===== config.mk =====
export PLATFORM = sky130hd
export DESIGN_NAME = board_io_conditioner_flat
export DESIGN_NICKNAME = d
export VERILOG_FILES = /design/src/rtl/board_io_conditioner_if.sv /design/src/rtl/board_io_conditioner.sv /design/src/flat_wrapper.sv
export SDC_FILE = /design/constraint.sdc
export NUM_CORES = 1
export LEC_CHECK = 0
export CELL_PAD_IN_SITES_DETAIL_PLACEMENT = 1
export CELL_PAD_IN_SITES_GLOBAL_PLACEMENT = 2
export CORE_ASPECT_RATIO = 0.9
export CORE_MARGIN = 1
export CORE_UTILIZATION = 40
export CTS_CLUSTER_SIZE = 12
export DETAILED_ROUTE_END_ITERATION = 10
export PLACE_DENSITY = 0.79
export SLEW_MARGIN = 15
export SYNTH_ARGS = -nofsm -noshare
export SYNTH_HDL_FRONTEND = slang
export SYNTH_SLANG_ARGS = --single-unit

===== constraint.sdc =====
create_clock -name clk -period 2.3 [get_ports clk]
set_clock_uncertainty 0.1 [all_clocks]
set_input_delay 0.46 -clock clk [delete_from_list [all_inputs] [get_ports clk]]
set_output_delay 0.46 -clock clk [all_outputs]
set_load 0.01 [all_outputs]

===== src/rtl/board_io_conditioner_if.sv =====
// board_io_conditioner_if: pin-side inputs and conditioned outputs of the board front end
interface board_io_conditioner_if #(
    parameter int NBUTTONS  = 2,
    parameter int NSWITCHES = 3
);
    logic [NBUTTONS-1:0]  nbut;
    logic [NSWITCHES-1:0] sw;
    logic                 tick;
    logic [NBUTTONS-1:0]  but_level;
    logic [NBUTTONS-1:0]  but_press;
    logic [NBUTTONS-1:0]  but_release;
    logic [NBUTTONS-1:0]  but_long;
    logic [NSWITCHES-1:0] sw_level;
    logic [NSWITCHES-1:0] sw_change;
    logic                 por_n;

    modport master (
        output nbut, sw,
        input  tick, but_level, but_press, but_release, but_long, sw_level, sw_change, por_n
    );

    modport slave (
        input  nbut, sw,
        output tick, but_level, but_press, but_release, but_long, sw_level, sw_change, por_n
    );
endinterface


===== src/rtl/board_io_conditioner.sv =====
// board_io_conditioner: clock-enable tick, debounced buttons/switches with edge and long-press pulses, timed core reset release
module board_io_conditioner #(
    parameter int CLK_DIV    = 4,
    parameter int NBUTTONS   = 2,
    parameter int NSWITCHES  = 3,
    parameter int DEB_TICKS  = 16,
    parameter int LONG_TICKS = 1000,
    parameter int POR_TICKS  = 64
) (
    input logic clk,
    input logic nRESET,
    board_io_conditioner_if.slave io
);
    localparam int nch = NBUTTONS + NSWITCHES;
    localparam int dw  = $clog2(CLK_DIV + 1);
    localparam int cw  = $clog2(DEB_TICKS + 1);
    localparam int hw  = $clog2(LONG_TICKS + 1);
    localparam int pw  = $clog2(POR_TICKS + 1);
    localparam logic [dw-1:0] div_max  = dw'(CLK_DIV - 1);
    localparam logic [cw-1:0] deb_max  = cw'(DEB_TICKS - 1);
    localparam logic [hw-1:0] long_max = hw'(LONG_TICKS);
    localparam logic [hw-1:0] long_pre = hw'(LONG_TICKS - 1);
    localparam logic [pw-1:0] por_max  = pw'(POR_TICKS - 1);

    logic [dw-1:0]       div_cnt;
    logic                en;
    logic [pw-1:0]       pcnt;
    logic [nch-1:0]      raw, s1, s2, level, rise, fall, flip;
    logic [cw-1:0]       dcnt [nch];
    logic [hw-1:0]       hcnt [NBUTTONS];
    logic [NBUTTONS-1:0] lng;

    // en marks the edge on which the registered tick output rises; all tick-paced counters advance on it
    assign en  = div_cnt == div_max;
    assign raw = {io.sw, ~io.nbut};

    // divider, tick output and power-on reset release
    always_ff @(posedge clk or negedge nRESET) begin
        if (!nRESET) begin
            div_cnt  <= '0;
            io.tick  <= 1'b0;
            pcnt     <= '0;
            io.por_n <= 1'b0;
        end else begin
            div_cnt <= en ? '0 : div_cnt + 1'b1;
            io.tick <= en;
            if (en && !io.por_n) begin
                pcnt <= pcnt + 1'b1;
                if (pcnt == por_max) io.por_n <= 1'b1;
            end
        end
    end

    // a channel flips on the tick that completes DEB_TICKS of stable disagreement
    always_comb begin
        for (int i = 0; i < nch; i++) flip[i] = en && (s2[i] != level[i]) && (dcnt[i] == deb_max);
    end

    // two-flop synchroniser, debounce counters, levels and edge pulses
    always_ff @(posedge clk or negedge nRESET) begin
        if (!nRESET) begin
            s1    <= '0;
            s2    <= '0;
            level <= '0;
            rise  <= '0;
            fall  <= '0;
            for (int i = 0; i < nch; i++) dcnt[i] <= '0;
        end else begin
            s1    <= raw;
            s2    <= s1;
            level <= level ^ flip;
            rise  <= flip & ~level;
            fall  <= flip & level;
            for (int i = 0; i < nch; i++)
                dcnt[i] <= (s2[i] == level[i] || flip[i]) ? '0 : en ? dcnt[i] + 1'b1 : dcnt[i];
        end
    end

    // hold counters saturate at LONG_TICKS so the long pulse fires once per press
    always_ff @(posedge clk or negedge nRESET) begin
        if (!nRESET) begin
            lng <= '0;
            for (int i = 0; i < NBUTTONS; i++) hcnt[i] <= '0;
        end else begin
            for (int i = 0; i < NBUTTONS; i++) begin
                hcnt[i] <= !level[i] ? '0 : (en && hcnt[i] != long_max) ? hcnt[i] + 1'b1 : hcnt[i];
                lng[i]  <= level[i] && en && (hcnt[i] == long_pre);
            end
        end
    end

    assign io.but_level   = level[NBUTTONS-1:0];
    assign io.but_press   = rise[NBUTTONS-1:0];
    assign io.but_release = fall[NBUTTONS-1:0];
    assign io.but_long    = lng;
    assign io.sw_level    = level[nch-1:NBUTTONS];
    assign io.sw_change   = rise[nch-1:NBUTTONS] | fall[nch-1:NBUTTONS];
endmodule


===== src/flat_wrapper.sv =====
// flat-port wrapper written by rule: the top's interface ports become plain ports
module board_io_conditioner_flat 
#(
    parameter int CLK_DIV    = 4,
    parameter int NBUTTONS   = 2,
    parameter int NSWITCHES  = 3,
    parameter int DEB_TICKS  = 16,
    parameter int LONG_TICKS = 1000,
    parameter int POR_TICKS  = 64
)
  (clk, nRESET, io_nbut, io_sw, io_tick, io_but_level, io_but_press, io_but_release, io_but_long, io_sw_level, io_sw_change, io_por_n);
  board_io_conditioner_if #(.NBUTTONS(NBUTTONS), .NSWITCHES(NSWITCHES)) io_i ();
  input logic clk;
  input logic nRESET;
  input wire logic [$bits(io_i.nbut)-1:0] io_nbut;
  input wire logic [$bits(io_i.sw)-1:0] io_sw;
  output wire logic [$bits(io_i.tick)-1:0] io_tick;
  output wire logic [$bits(io_i.but_level)-1:0] io_but_level;
  output wire logic [$bits(io_i.but_press)-1:0] io_but_press;
  output wire logic [$bits(io_i.but_release)-1:0] io_but_release;
  output wire logic [$bits(io_i.but_long)-1:0] io_but_long;
  output wire logic [$bits(io_i.sw_level)-1:0] io_sw_level;
  output wire logic [$bits(io_i.sw_change)-1:0] io_sw_change;
  output wire logic [$bits(io_i.por_n)-1:0] io_por_n;
  assign io_i.nbut = io_nbut;
  assign io_i.sw = io_sw;
  assign io_tick = io_i.tick;
  assign io_but_level = io_i.but_level;
  assign io_but_press = io_i.but_press;
  assign io_but_release = io_i.but_release;
  assign io_but_long = io_i.but_long;
  assign io_sw_level = io_i.sw_level;
  assign io_sw_change = io_i.sw_change;
  assign io_por_n = io_i.por_n;
  board_io_conditioner #(.CLK_DIV(CLK_DIV), .NBUTTONS(NBUTTONS), .NSWITCHES(NSWITCHES), .DEB_TICKS(DEB_TICKS), .LONG_TICKS(LONG_TICKS), .POR_TICKS(POR_TICKS)) u_core (.clk(clk), .nRESET(nRESET), .io(io_i));
endmodule

==> impl_metrics.csv <==
group,metric,value,unit
min_path,min_path_type,"reg2reg",
power,peakVddDrop,0.219,mV
critical_path,end_kind,"output pin",
route,vias,2448,
grt,grt_pass1_vias,2589,
critical_path,crit_fanout,1,
route,drt-total-wl,7.03,mm
finish,fin_cells,493,
critical_path,reg2reg_from,"u_core.div_cnt[0]$_DFF_PN0_",
cts,cts_setup_buffers,0,
synth,synth_area,3780,sq um
sta,period_share,88.8,%
sta,finalHoldViolCount,0,
cts,clk_pin_slew_worst_paths,0.08,ns
finish,final_cell_mix,"84 x dfrtp_1, 31 x nand2_1, 23 x nor2_1",
die,rows,33,
power,leakage,0.00204,uW
power,cellPowerDensity,636,nW/um^2
cts,clock_sinks,84,
grt,grt_pass1_wl,12.4,mm
synth,ys_ff_latch,84,
die,io_pins,23,
critical_path,crit_start,"u_core.fall[2]$_DFF_PN0_",
sta,rsz0062_at_grt,"no",
place,port_buffers,22,
grt,grt_max_degree,35,
flow_run,cap_violations,0,
cts,clock_path_buffers,2,
die,initial_core_util,41.3,%
grt,antenna_found_initial,0,
cts,h-tree-depth,3,
cts,cts_tree,"yes",
critical_path,required,1.74,ns
sta,max_freq,490,MHz
cts,cts_buffers,9,
route,vias_per_cell,4.97,
place,dp_hpwl,4.93,mm
min_path,min_from,"u_core.s1[4]$_DFF_PN0_",
synth,syn-num-nets,365,
sta,min_period,2.04,ns
synth,synth.avg_cell_area,11.3,sq um
cts,clk-insertion-delay-late,0.36,ns
synth,syn_inst,336,
synth,yosysSeqAreaShare,55.5,%
place,gp_congestion,0.709,
cts,ctsHoldBuffers,1,
synth,synth_edf_count,0,
sta,drv_slew,0,
route,drt_pass1_iterations,4,
critical_path,path_class,"reg2out",
run_status,status,"complete, no violations",
cts,cts_resized,0,
die,die_w,105,um
route,drc_errors,0,
cts,clock-root-buffer,"clkbuf_8",
synth,synth_warnings,0,
finish,fin_nets,395,
die,core_area,9170,sq um
route,postRouteAntennaNets,0,
finish,diodes,0,
route,avgRoutedWirePerCell,14.3,um
grt,grt_usage,16.5,%
finish,final_common_cell,"dfrtp_1",
synth,ys.flop_type,"dfrtp_1",
finish,drive_above_1_share,8.63,%
sta,slew_headroom,66.1,%
grt,gr-total-overflow,0,
sta,tns,0,ns
sta,worst_hold_slack,0.253,ns
synth,synth_cell_type_count,42,
sta,worstMarginPinSlew,0.505,ns
sta,setup_viol,0,
finish,syn_to_final_growth,16.2,%
critical_path,cp_data_arrival_time,1.48,ns
place,dp.cells,476,
die,die_h,94.3,um
route,first_iter_violations,40,
synth,ys_async_sr_fraction,100,%
die,die_area,9860,sq um
finish,num-fill-cells,1004,
critical_path,startpoint_type,"register",
==> final cells by class <==
type / instances / area, sq um / share of cell area (%)
sequential: 84 / 2100 / 47.8
multi-input combinational: 222 / 1540 / 35.1
timing repair buffer: 31 / 300 / 6.83
tap: 122 / 153 / 3.47
clock buffer: 11 / 131 / 2.99
clock inverter: 5 / 100 / 2.28
inverter: 18 / 67.6 / 1.54
==> worst paths after layout <==
| path | to | slack (ns) | cells past startpoint |
|---|---|---|---|
| hold / removal | u_core.s2[4]$_DFF_PN0_ | 0.25 | 0 |
| min in group asynchronous | u_core.dcnt[24]$_DFFE_PN0P_ | 0.49 | 2 |
| setup reg to reg | u_core.level[3]$_DFF_PN0_ | 0.49 | 7 |
| hold reg to reg | u_core.s2[4]$_DFF_PN0_ | 0.25 | 0 |
| max in group asynchronous | u_core.hcnt[12]$_DFFE_PN0P_ | 1.02 | 3 |
| setup / recovery | io_sw_change[0] | 0.26 | 2 |
==> metal layers <==
metal / GRT usage, % / wire [um] / vias to the layer above
li1: - / - / 1197
met1: 21.6 / 3430 / 1220
met2: 25.8 / 3300 / 22
met3: 4.72 / 188 / 9
met4: 6.43 / 102 / 0
met5: 0 / 0 / -
==> registers in the layout, summed over array words and instances, names as in the netlist <==
| name | cells |
|---|---|
| u_core.rise | 5 |
| u_core.pcnt | 7 |
| u_core.s2 | 5 |
| u_core.s1 | 5 |
| u_core.io.tick | 1 |
| u_core.level | 5 |
| u_core.io.por_n | 1 |
| u_core.hcnt | 20 |
| u_core.io.but_long | 2 |
| u_core.fall | 5 |
| u_core.dcnt | 25 |
| u_core.div_cnt | 3 |
==> cells in the mapped netlist (2+ instances only) <==
master / count / area share (%)
dfrtp_1: 84 / 56
nand2_1: 31 / 3.1
nor2_1: 23 / 2.3
ha_1: 22 / 7.3
xnor2_1: 19 / 4.4
inv_1: 18 / 1.8
xor2_1: 16 / 3.7
and2_1: 12 / 2.0
nand4_1: 11 / 1.8
and3_1: 10 / 1.7
a21oi_1: 9 / 1.2
nand3_1: 7 / 0.93
buf_4: 6 / 1.2
o21ai_0: 6 / 0.79
a211oi_1: 4 / 0.79
nand4b_1: 4 / 0.93
nor3_1: 4 / 0.53
nor3b_1: 4 / 0.79
or2_2: 4 / 0.66
and4b_1: 3 / 0.79
buf_2: 3 / 0.40
clkbuf_1: 3 / 0.30
mux2_2: 3 / 0.89
nand3b_1: 3 / 0.59
or3_1: 3 / 0.50
a21boi_0: 2 / 0.40
mux2i_1: 2 / 0.53
nand2b_1: 2 / 0.33
nor2b_1: 2 / 0.33
nor4b_1: 2 / 0.46
nor4bb_1: 2 / 0.53
o31ai_1: 2 / 0.40
==> critical path, stage by stage, from the launching register on <==
cell and delay [ns]:
dfrtp_1 0.36, or2_2 0.29, clkdlybuf4s50_1 0.48
==> report_power, final <==
| part | internal (uW) | leakage (uW) | switching, uW |
|---|---|---|---|
| clock network | 719 | 0.000117 | 511 |
| logic | 24.0 | 0.000796 | 44.2 |
| registers | 1490 | 0.00113 | 10.9 |
| total | 2230 | 0.00204 | 567 |
==> kinds of logic (layout without fill, tap and decap cells) <==
family / count (synthesis) / count (layout) / synth area share, %
simple gates: 132 / 132 / 19.2
compound gates: 28 / 28 / 4.76
flops: 84 / 84 / 55.5
xor+xnor: 35 / 35 / 8.10
fa+ha+maj: 22 / 22 / 7.27
mux: 5 / 5 / 1.42
buf+inv: 30 / 65 / 3.67
==> metrics by stage <==
stage | utilization (%) | instance area (sq um) | power (uW) | worst slack (ns)
6_report | 48.0 | 4400 | 2800 | 0.259
3_3_place_gp | 45.3 | 4160 | 1600 | 0.543
4_1_cts | 48.0 | 4400 | 2850 | 0.227
5_1_grt | 48.0 | 4400 | 2920 | 0.200
2_1_floorplan | - | 3780 | 1540 | 0.424
3_5_place_dp | 45.3 | 4160 | 1600 | 0.488
Power figures use the tool's default switching activity.
